### src/rtl/rotary_pkg.sv
// rotary_pkg: shared definitions for the quadrature transmitter.
//   dir_e       step direction (DIR_INC=1, DIR_DEC=0)
//   PHn_AB      {A,B} level for each of the four quadrature phases
//   phase_next  next phase index one step in the given direction
//   phase_ab    phase index -> {A,B}
package rotary_pkg;

  typedef enum logic {
    DIR_DEC = 1'b0,
    DIR_INC = 1'b1
  } dir_e;

  localparam logic [1:0] PH0_AB = 2'b00;
  localparam logic [1:0] PH1_AB = 2'b01;
  localparam logic [1:0] PH2_AB = 2'b11;
  localparam logic [1:0] PH3_AB = 2'b10;

  // Two-bit arithmetic wraps mod 4, giving the Gray-coded cycle for free.
  function automatic logic [1:0] phase_next(input logic [1:0] phase, input dir_e dir);
    logic [1:0] nxt;
    if (dir == DIR_INC) nxt = phase + 2'd1;
    else                nxt = phase - 2'd1;
    return nxt;
  endfunction

  function automatic logic [1:0] phase_ab(input logic [1:0] phase);
    logic [1:0] ab;
    case (phase)
      2'd0: ab = PH0_AB;
      2'd1: ab = PH1_AB;
      2'd2: ab = PH2_AB;
      2'd3: ab = PH3_AB;
    endcase
    return ab;
  endfunction

endpackage

### src/rtl/rotary_tx_pacer.sv
// rotary_tx_pacer: reloadable down-counter that spaces quadrature transitions.
//   clk, resetn  clock / synchronous active-low reset
//   load         reload counter with DIV-1 (takes priority over tick)
//   tick         decrement by one, holding at zero
//   zero         counter is at zero
module rotary_tx_pacer
  #(
    parameter int unsigned DIV = 1000
  )
  (
    input  logic clk,
    input  logic resetn,
    input  logic load,
    input  logic tick,
    output logic zero
  );

  localparam int unsigned W = (DIV > 2) ? $clog2(DIV) : 1;
  localparam logic [W-1:0] RELOAD = W'(DIV - 1);

  logic [W-1:0] count;

  always_ff @(posedge clk) begin
    if (!resetn) begin
      count <= '0;
    end else if (load) begin
      count <= RELOAD;
    end else if (tick && (count != '0)) begin
      count <= count - W'(1);
    end
  end

  assign zero = (count == '0);

endmodule

### src/rtl/rotary_tx.sv
// rotary_tx: quadrature waveform generator. Accepts single-step inc/dec
// requests into a signed pending accumulator and emits one Gray-code AB
// transition per pending step, no faster than one every DIV clocks.
//   clk, resetn   clock / synchronous active-low reset
//   step_valid    step request (transfers when step_valid && step_ready)
//   step_dir      1 = increment, 0 = decrement
//   step_ready    accumulator can accept a step (registered)
//   quadA, quadB  quadrature outputs (registered)
//   busy          pending steps outstanding (registered)
//   position      12-bit emitted-step position, only with ROTARY_TX_POSITION_EN
module rotary_tx
  import rotary_pkg::*;
  #(
    parameter int unsigned DIV   = 1000,
    parameter int unsigned CNT_W = 8
  )
  (
    input  logic        clk,
    input  logic        resetn,
    input  logic        step_valid,
    input  logic        step_dir,
    output logic        step_ready,
    output logic        quadA,
    output logic        quadB,
    output logic        busy
`ifdef ROTARY_TX_POSITION_EN
    ,
    output logic [11:0] position
`endif
  );

  localparam logic signed [CNT_W-1:0] ONE      = CNT_W'(1);
  localparam logic signed [CNT_W-1:0] PMAX     = CNT_W'((1 << (CNT_W - 1)) - 1);
  localparam logic signed [CNT_W-1:0] NEG_PMAX = -PMAX;

  logic signed [CNT_W-1:0] pending;
  logic signed [CNT_W-1:0] pendingNext;
  logic signed [CNT_W-1:0] stepDelta;
  logic signed [CNT_W-1:0] emitDelta;
  logic [1:0] phase;
  logic [1:0] phaseNext;
  logic       accept;
  logic       emit;
  logic       divZero;
  logic       posDir;
  dir_e       emitDir;

  rotary_tx_pacer #(.DIV(DIV)) uPacer (
    .clk    (clk),
    .resetn (resetn),
    .load   (emit),
    .tick   (1'b1),
    .zero   (divZero)
  );

  assign accept    = step_valid && step_ready;
  assign emit      = (pending != '0) && divZero;
  assign posDir    = !pending[CNT_W-1];
  assign emitDir   = posDir ? DIR_INC : DIR_DEC;
  assign phaseNext = phase_next(phase, emitDir);

  // Accept and emit are applied together; an emit always moves pending toward zero.
  always_comb begin
    stepDelta = '0;
    emitDelta = '0;
    if (accept) stepDelta = step_dir ? ONE : -ONE;
    if (emit)   emitDelta = posDir ? ONE : -ONE;
    pendingNext = pending + stepDelta - emitDelta;
  end

  always_ff @(posedge clk) begin
    if (!resetn) begin
      pending    <= '0;
      phase      <= 2'd0;
      quadA      <= 1'b0;
      quadB      <= 1'b0;
      step_ready <= 1'b1;
      busy       <= 1'b0;
    end else begin
      pending <= pendingNext;
      // Ready looks at the post-update value so it never depends on this
      // cycle's step_dir; either limit blocks both directions.
      step_ready <= (pendingNext != PMAX) && (pendingNext != NEG_PMAX);
      busy       <= (pendingNext != '0);
      if (emit) begin
        phase          <= phaseNext;
        {quadA, quadB} <= phase_ab(phaseNext);
      end
    end
  end

`ifdef ROTARY_TX_POSITION_EN
  always_ff @(posedge clk) begin
    if (!resetn) begin
      position <= '0;
    end else if (emit) begin
      position <= posDir ? position + 12'd1 : position - 12'd1;
    end
  end
`endif

endmodule

### config.mk
export PLATFORM = sky130hd
export DESIGN_NAME = rotary_tx
export DESIGN_NICKNAME = d
export VERILOG_FILES = /design/src/rtl/rotary_pkg.sv /design/src/rtl/rotary_tx_pacer.sv /design/src/rtl/rotary_tx.sv
export SDC_FILE = /design/constraint.sdc
export NUM_CORES = 1
export LEC_CHECK = 0
export ABC_CLOCK_PERIOD_IN_PS = 4450
export CORE_ASPECT_RATIO = 1.2
export CORE_MARGIN = 3
export CORE_UTILIZATION = 45
export DETAILED_ROUTE_END_ITERATION = 10
export GPL_ROUTABILITY_DRIVEN = 0
export PLACE_DENSITY = 0.6
export SLEW_MARGIN = 20
export SYNTH_ARGS = -nofsm -noshare
export SYNTH_HDL_FRONTEND = slang
export SYNTH_SLANG_ARGS = --single-unit
### constraint.sdc
create_clock -name clk -period 4.45 [get_ports clk]
set_input_delay 0.6675 -clock clk [delete_from_list [all_inputs] [get_ports clk]]
set_output_delay 0.6675 -clock clk [all_outputs]
set_load 0.03 [all_outputs]
==> summary.txt <==
Syn_area_per_cell: 8.73 µm²
Bufs and invs on worst path: 2
WL/cell: 13.9 µm
Fraction of layout instances using a drive strength above 1: 8.38%
Worst-path fanout max: 6
Max-cap violation count: 0
Highest clock rate: 256 MHz
Initial antenna violation count: 0
Vias per inst: 5.48
Clock Skews: 0.00726 ns
Crit path launch type: flop
Largest cells by area after synthesis: dfxtp_1 (30%), fa_1 (8.8%), ha_1 (7.0%), inv_1 (5.9%), nor2_1 (4.2%)
Via count: 1250
Setup TNS: 0 ns
CP max stage delay: 0.59 ns
Mapped Cells: 183
H-tree depth: 1
Maximum root-to-sink buffer count: 2
Hpwl dp: 2550 µm
Min Tclk post-route: 3.91 ns
Vias in the first global route: 1220
WP data arrival: 4.06 ns
GRT Total Usage: 17.1%
Diode count: 0
Sequential area share after synthesis: 30.1%
DRT Wirelength: 3160 µm
Fin. Hold Viols: 0
# IOs: 8
Post_cts resized: 0
Critical path cell sequence: or4_4 -> nor3_2 -> nand3_1 -> nor2_1 -> buf_4 -> fa_1 -> inv_1 -> ha_1 -> a211oi_1 -> nor2_1 -> xor2_1 -> or4_1 -> nor4b_1 -> mux2i_1
Site Rows: 23
Core ar.: 0.00337 mm²
Total grt overflow: 0
Critical path type: reg2reg
Top cell type's share of synthesized area: 30.1%
Post-CTS setup buffers: 0
Initial Util: 47.5%
CP Capture Type: flop
Ys flop type: dfxtp_1
Period utilization: 87.9%
DIE AREA: 0.00430 mm²
Worst-margin pin slew: 0.507 ns
Highest-count cells in the layout ignoring fill and taps: inv_1 (25), dfxtp_1 (24), nor2_1 (18)
Clock sink total: 24
Synth warnings: 0
Number of distinct library cells after synthesis: 45
Pin count of the biggest net entering global routing: 15
Number of enable flip-flop cells after synthesis: 0
Slew headroom: 65.3%
Status: finished, final reports clean
RSZ-0062 raised after global routing: false
Largest area contributor in the netlist: dfxtp_1
Clock slew at reported path FFs: 0.09 ns
Most frequent CP cell: nor2_1
# setup viols final: 0
Post-Syn Nets: 203
Total CTS buffers: 3
First-pass GRT wire length: 5620 µm
Pre-antenna DRT Iters: 4
Worst-Skew Late Latency: 0.27 ns
Die width: 60.4 µm
Die Y: 71.3 µm
Worst EP required: 4.60 ns
Flops & latches, synth: 24
Async set-reset flop share out of synthesis: 0%
Post-Syn Area: 0.00160 mm²
Post-layout nets: 212
Hold_buf cts: 0
DRC violations left: 0
CP top delay family: simple AND/OR/NAND/NOR gates
Final Slew Violations: 0
First DRT Iteration DRCs: 70
HP Class: reg2reg
CTS tree: done
Area growth syn-to-layout: 11.0%
Slowest CP cell: or4_4
ANT nets after route: 0
PortBufs: 7
Commonest non-fill, non-tap cell in the layout: inv_1
CTS Root Cell: clkbuf_8
==> registers in the layout, summed over array words and instances, names as in the netlist <==
register / flops
busy: 1
pending: 8
phase: 2
quadA: 1
quadB: 1
step_ready: 1
uPacer.count: 10
==> cells by family (layout without fill, tap and decap cells) <==
family                     count (synthesis)  count (layout)  synth area share, %
and+or+nand+nor                           62              62                 22.9
AOI/OAI and AO/OA                         37              37                 15.7
buffers and inverters                     30              38                 7.60
DFF                                       24              24                 30.1
adders and majority gates                 16              16                 15.8
xor gates and xnor gates                  11              11                 6.03
muxes                                      3               3                 1.88
==> through the flow <==
| stage | instances | hold slack [ns] | setup WS, ns | area, µm² | util (%) |
|---|---|---|---|---|---|
| 2_1_floorplan | 183 | 0.470 | 0.618 | 1600 | - |
| 3_3_place_gp | 224 | 0.469 | 0.598 | 1700 | 50.5 |
| 3_5_place_dp | 224 | 0.493 | 0.489 | 1700 | 50.5 |
| 5_1_grt | 228 | 0.534 | 0.151 | 1770 | 52.7 |
| 4_1_cts | 228 | 0.508 | 0.528 | 1770 | 52.7 |
| 6_report | 228 | 0.499 | 0.541 | 1770 | 52.7 |
==> cell type report <==
class | instances | area [µm²]
Inverter | 25 | 93.8
Sequential cell | 24 | 480
Clock inverter | 1 | 30.0
Multi-Input combinational cell | 129 | 996
Tap cell | 37 | 46.3
Fill cell | 318 | 1590
Timing Repair Buffer | 9 | 85.1
Clock buffer | 3 | 41.3
==> tightest hold or removal path, cell delays in order (launching register included) <==
cell     delay [ns]
dfxtp_1        0.33
a21oi_1        0.06
nor2_1         0.08
==> synth_stat cells, types with 2 or more instances <==
| master | count |
|---|---|
| a21oi_1 | 13 |
| and2_1 | 10 |
| nor4_1 | 2 |
| xnor2_1 | 5 |
| nand3_1 | 3 |
| inv_1 | 25 |
| ha_1 | 9 |
| fa_1 | 7 |
| mux2i_1 | 3 |
| and4_1 | 2 |
| a31oi_1 | 2 |
| o31a_2 | 2 |
| nand2_1 | 7 |
| o21ai_0 | 5 |
| a211oi_1 | 3 |
| clkbuf_1 | 3 |
| nor2_1 | 18 |
| dfxtp_1 | 24 |
| a2111oi_0 | 2 |
| xor2_1 | 6 |
| nor3_1 | 6 |
| a21o_1 | 2 |
| o21bai_1 | 2 |
==> layer usage <==
layer / share of wire (%) / GRT usage, % / vias to the layer above / wire length (µm)
met1: 45 / 22.3 / 585 / 1410
met5: 0 / 0 / - / 0
met2: 52 / 27.8 / 10 / 1650
met3: 1.3 / 2.52 / 6 / 40
li1: - / - / 649 / -
met4: 1.9 / 6.90 / 0 / 60
==> path summary, 6_finish.rpt <==
check	depth (start not counted)	from	slack, ns	endpoint
max	14	uPacer.count[2]	0.54	step_ready
min	2	quadA	0.50	quadA
max reg2reg	14	uPacer.count[2]	0.54	step_ready
min reg2reg	2	quadA	0.50	quadA
Power is not shown: default switching activity piles up to over one toggle a cycle in this logic, so the estimate is an artifact.
==> edit, RTL diff (same flow settings) <==
Take the reset off `pending` and load it in a clocked block of its own.
--- a/src/rtl/rotary_tx.sv
+++ b/src/rtl/rotary_tx.sv
@@ -70,14 +70,12 @@
 
   always_ff @(posedge clk) begin
     if (!resetn) begin
-      pending    <= '0;
       phase      <= 2'd0;
       quadA      <= 1'b0;
       quadB      <= 1'b0;
       step_ready <= 1'b1;
       busy       <= 1'b0;
     end else begin
-      pending <= pendingNext;
       // Ready looks at the post-update value so it never depends on this
       // cycle's step_dir; either limit blocks both directions.
       step_ready <= (pendingNext != PMAX) && (pendingNext != NEG_PMAX);
@@ -87,6 +85,10 @@
         {quadA, quadB} <= phase_ab(phaseNext);
       end
     end
+  end
+
+  always_ff @(posedge clk) begin
+    pending <= pendingNext;
   end
 
 `ifdef ROTARY_TX_POSITION_EN
Check against the original RTL: differs if resetn is asserted again (counterexample within 4 cycles, from zero or initial values and one cycle with resetn low); with resetn held inactive, the same outputs for 10 cycles.
==> edit against the original RTL <==
Sequential cell count unchanged. Design area down 8.5%. Sequential share of layout area up 2.5 points. Synthesized cell count down 7.1%. Non-clock buffer count unchanged. Setup slack worse by 0.036 ns. Critical path depth up 1. Area after synthesis down 8.4%. Routed wire length down 5.3%.
Power is not shown: default switching activity piles up to over one toggle a cycle in this logic, so the estimate is an artifact.
==> edit: results (changes against the original RTL) <==
Status - finished clean
Via Count - 1173 (-6.2%)
Layout Nets - 202 (-4.7%)
CP max FO - 9 (+3)
Global-route wire length before repair - 5060 µm (-10%)
Root buffer cell - clkbuf_4
M1 wire length - 1310 µm (-7.1%)
GR Util met3 - 1.70% (-0.82 points)
Post-CTS Setup Repair Bufs - 0 (unchanged)
Yosys cell types - 35 (-22%)
Initial DRC count - 59 (-16%)
Ranking of synthesized cells by area - dfxtp_1 33%, fa_1 9.6%, ha_1 7.7%, inv_1 6.4%, nor2_1 4.9%
Sequential share of the synthesized area - 32.8% (+2.8 points)
Clk Latency, worst-skew pair - 0.32 ns (+0.05 ns)
Crit path DAT - 4.17 ns (+0.11 ns)
Crit-path max cell delay - 0.49 ns (-0.10 ns)
Compound-Gate Fraction of Synth Area - 11.5% (-4.1 points)
Met2 GRT Util - 30.1% (+2.3 points)
GR Util met1 - 19.4% (-2.9 points)
Routed len/inst - 13.8 µm (-0.55%)
Worst-path clk slew - 0.13 ns (+0.04 ns)
R2R setup slack - 0.50 ns (-0.04 ns)
Post-Synth Adder-Cell Area - 17.3% (+1.4 points)
Synth Area in XOR/XNOR - 7.18% (+1.1 points)
Synth top cells by count - 25 x inv_1, 24 x dfxtp_1, 19 x nor2_1, 12 x a21oi_1, 10 x nand2_1
Total GRT Usage - 16.8% (-0.24 points)
Syn Nets - 190 (-6.4%)
Vias in the first global route - 1142 (-6.4%)
Worst Setup EP - busy$_SDFF_PN0_
Share of cells above drive strength 1 - 7.18% (-1.2 points)
Routed met3 length - 66 µm (+65%)
# fillers - 306 (-3.8%)
Cell count of the worst reg-to-reg path - 15 (+1)
DP HPWL - 2400 µm (-6.2%)
H-tree lvl count - 1 (unchanged)
Crit path max-delay family - adder cells
Worst Skew - 0.00980 ns (+0.00254 ns)
Worst slew margin - 55.9% (-9.4 points)
Crit-path slowest cell - fa_1
Antenna diodes - 0 (unchanged)
Routed length on met2 - 1520 µm (-7.8%)
Mux cell area share after synthesis - 3.50% (+1.6 points)
R2r startpoint - uPacer.count[0]$_SDFFE_PN0P_
==> edit: cell count changes in the layout (fill, tap and decap cells not counted), sizes merged, moves of 3 or more <==
cell,before,now
nor3,7,10
o21ai,5,1
and2,10,0
nand2,7,10
==> edit: how the worst min path moves through the flow <==
stage / from / to / slack [ns]
after global placement: quadA$_SDFFE_PN0P_ / quadA$_SDFFE_PN0P_ / 0.48
after detailed placement: uPacer.count[3]$_SDFFE_PP0N_ / uPacer.count[3]$_SDFFE_PP0N_ / 0.50
after global routing: uPacer.count[3]$_SDFFE_PP0N_ / uPacer.count[3]$_SDFFE_PP0N_ / 0.54
final: uPacer.count[3]$_SDFFE_PP0N_ / uPacer.count[3]$_SDFFE_PP0N_ / 0.54
after CTS: uPacer.count[3]$_SDFFE_PP0N_ / uPacer.count[3]$_SDFFE_PP0N_ / 0.52
after floorplan: uPacer.count[3]$_SDFFE_PP0N_ / uPacer.count[3]$_SDFFE_PP0N_ / 0.47
==> edit: metrics by stage <==
step                      setup WS (ns)  hold WS [ns]  area, µm²  std cells
after floorplan                   0.782         0.468       1460        170
after global routing              0.351         0.542       1620        217
after global placement            0.680         0.476       1590        213
final                             0.505         0.539       1620        217
after detailed placement          0.583         0.498       1590        213
after CTS                         0.531         0.519       1620        217
==> edit: layout make-up <==
type	instances	area share (%)
multi-input cells	119	54.4
flip-flops and latches	24	29.6
inverters	25	5.78
repair buffers	9	5.24
well taps	36	2.78
clock buffers	4	2.24
==> edit: kinds of logic after synthesis <==
family | after synthesis
AO/OA/AOI/OAI | 26
XOR/XNOR | 12
adder cells (fa/ha/maj) | 16
buffers and inverters | 27
flip-flops | 24
multiplexers | 5
AND/OR/NAND/NOR | 60
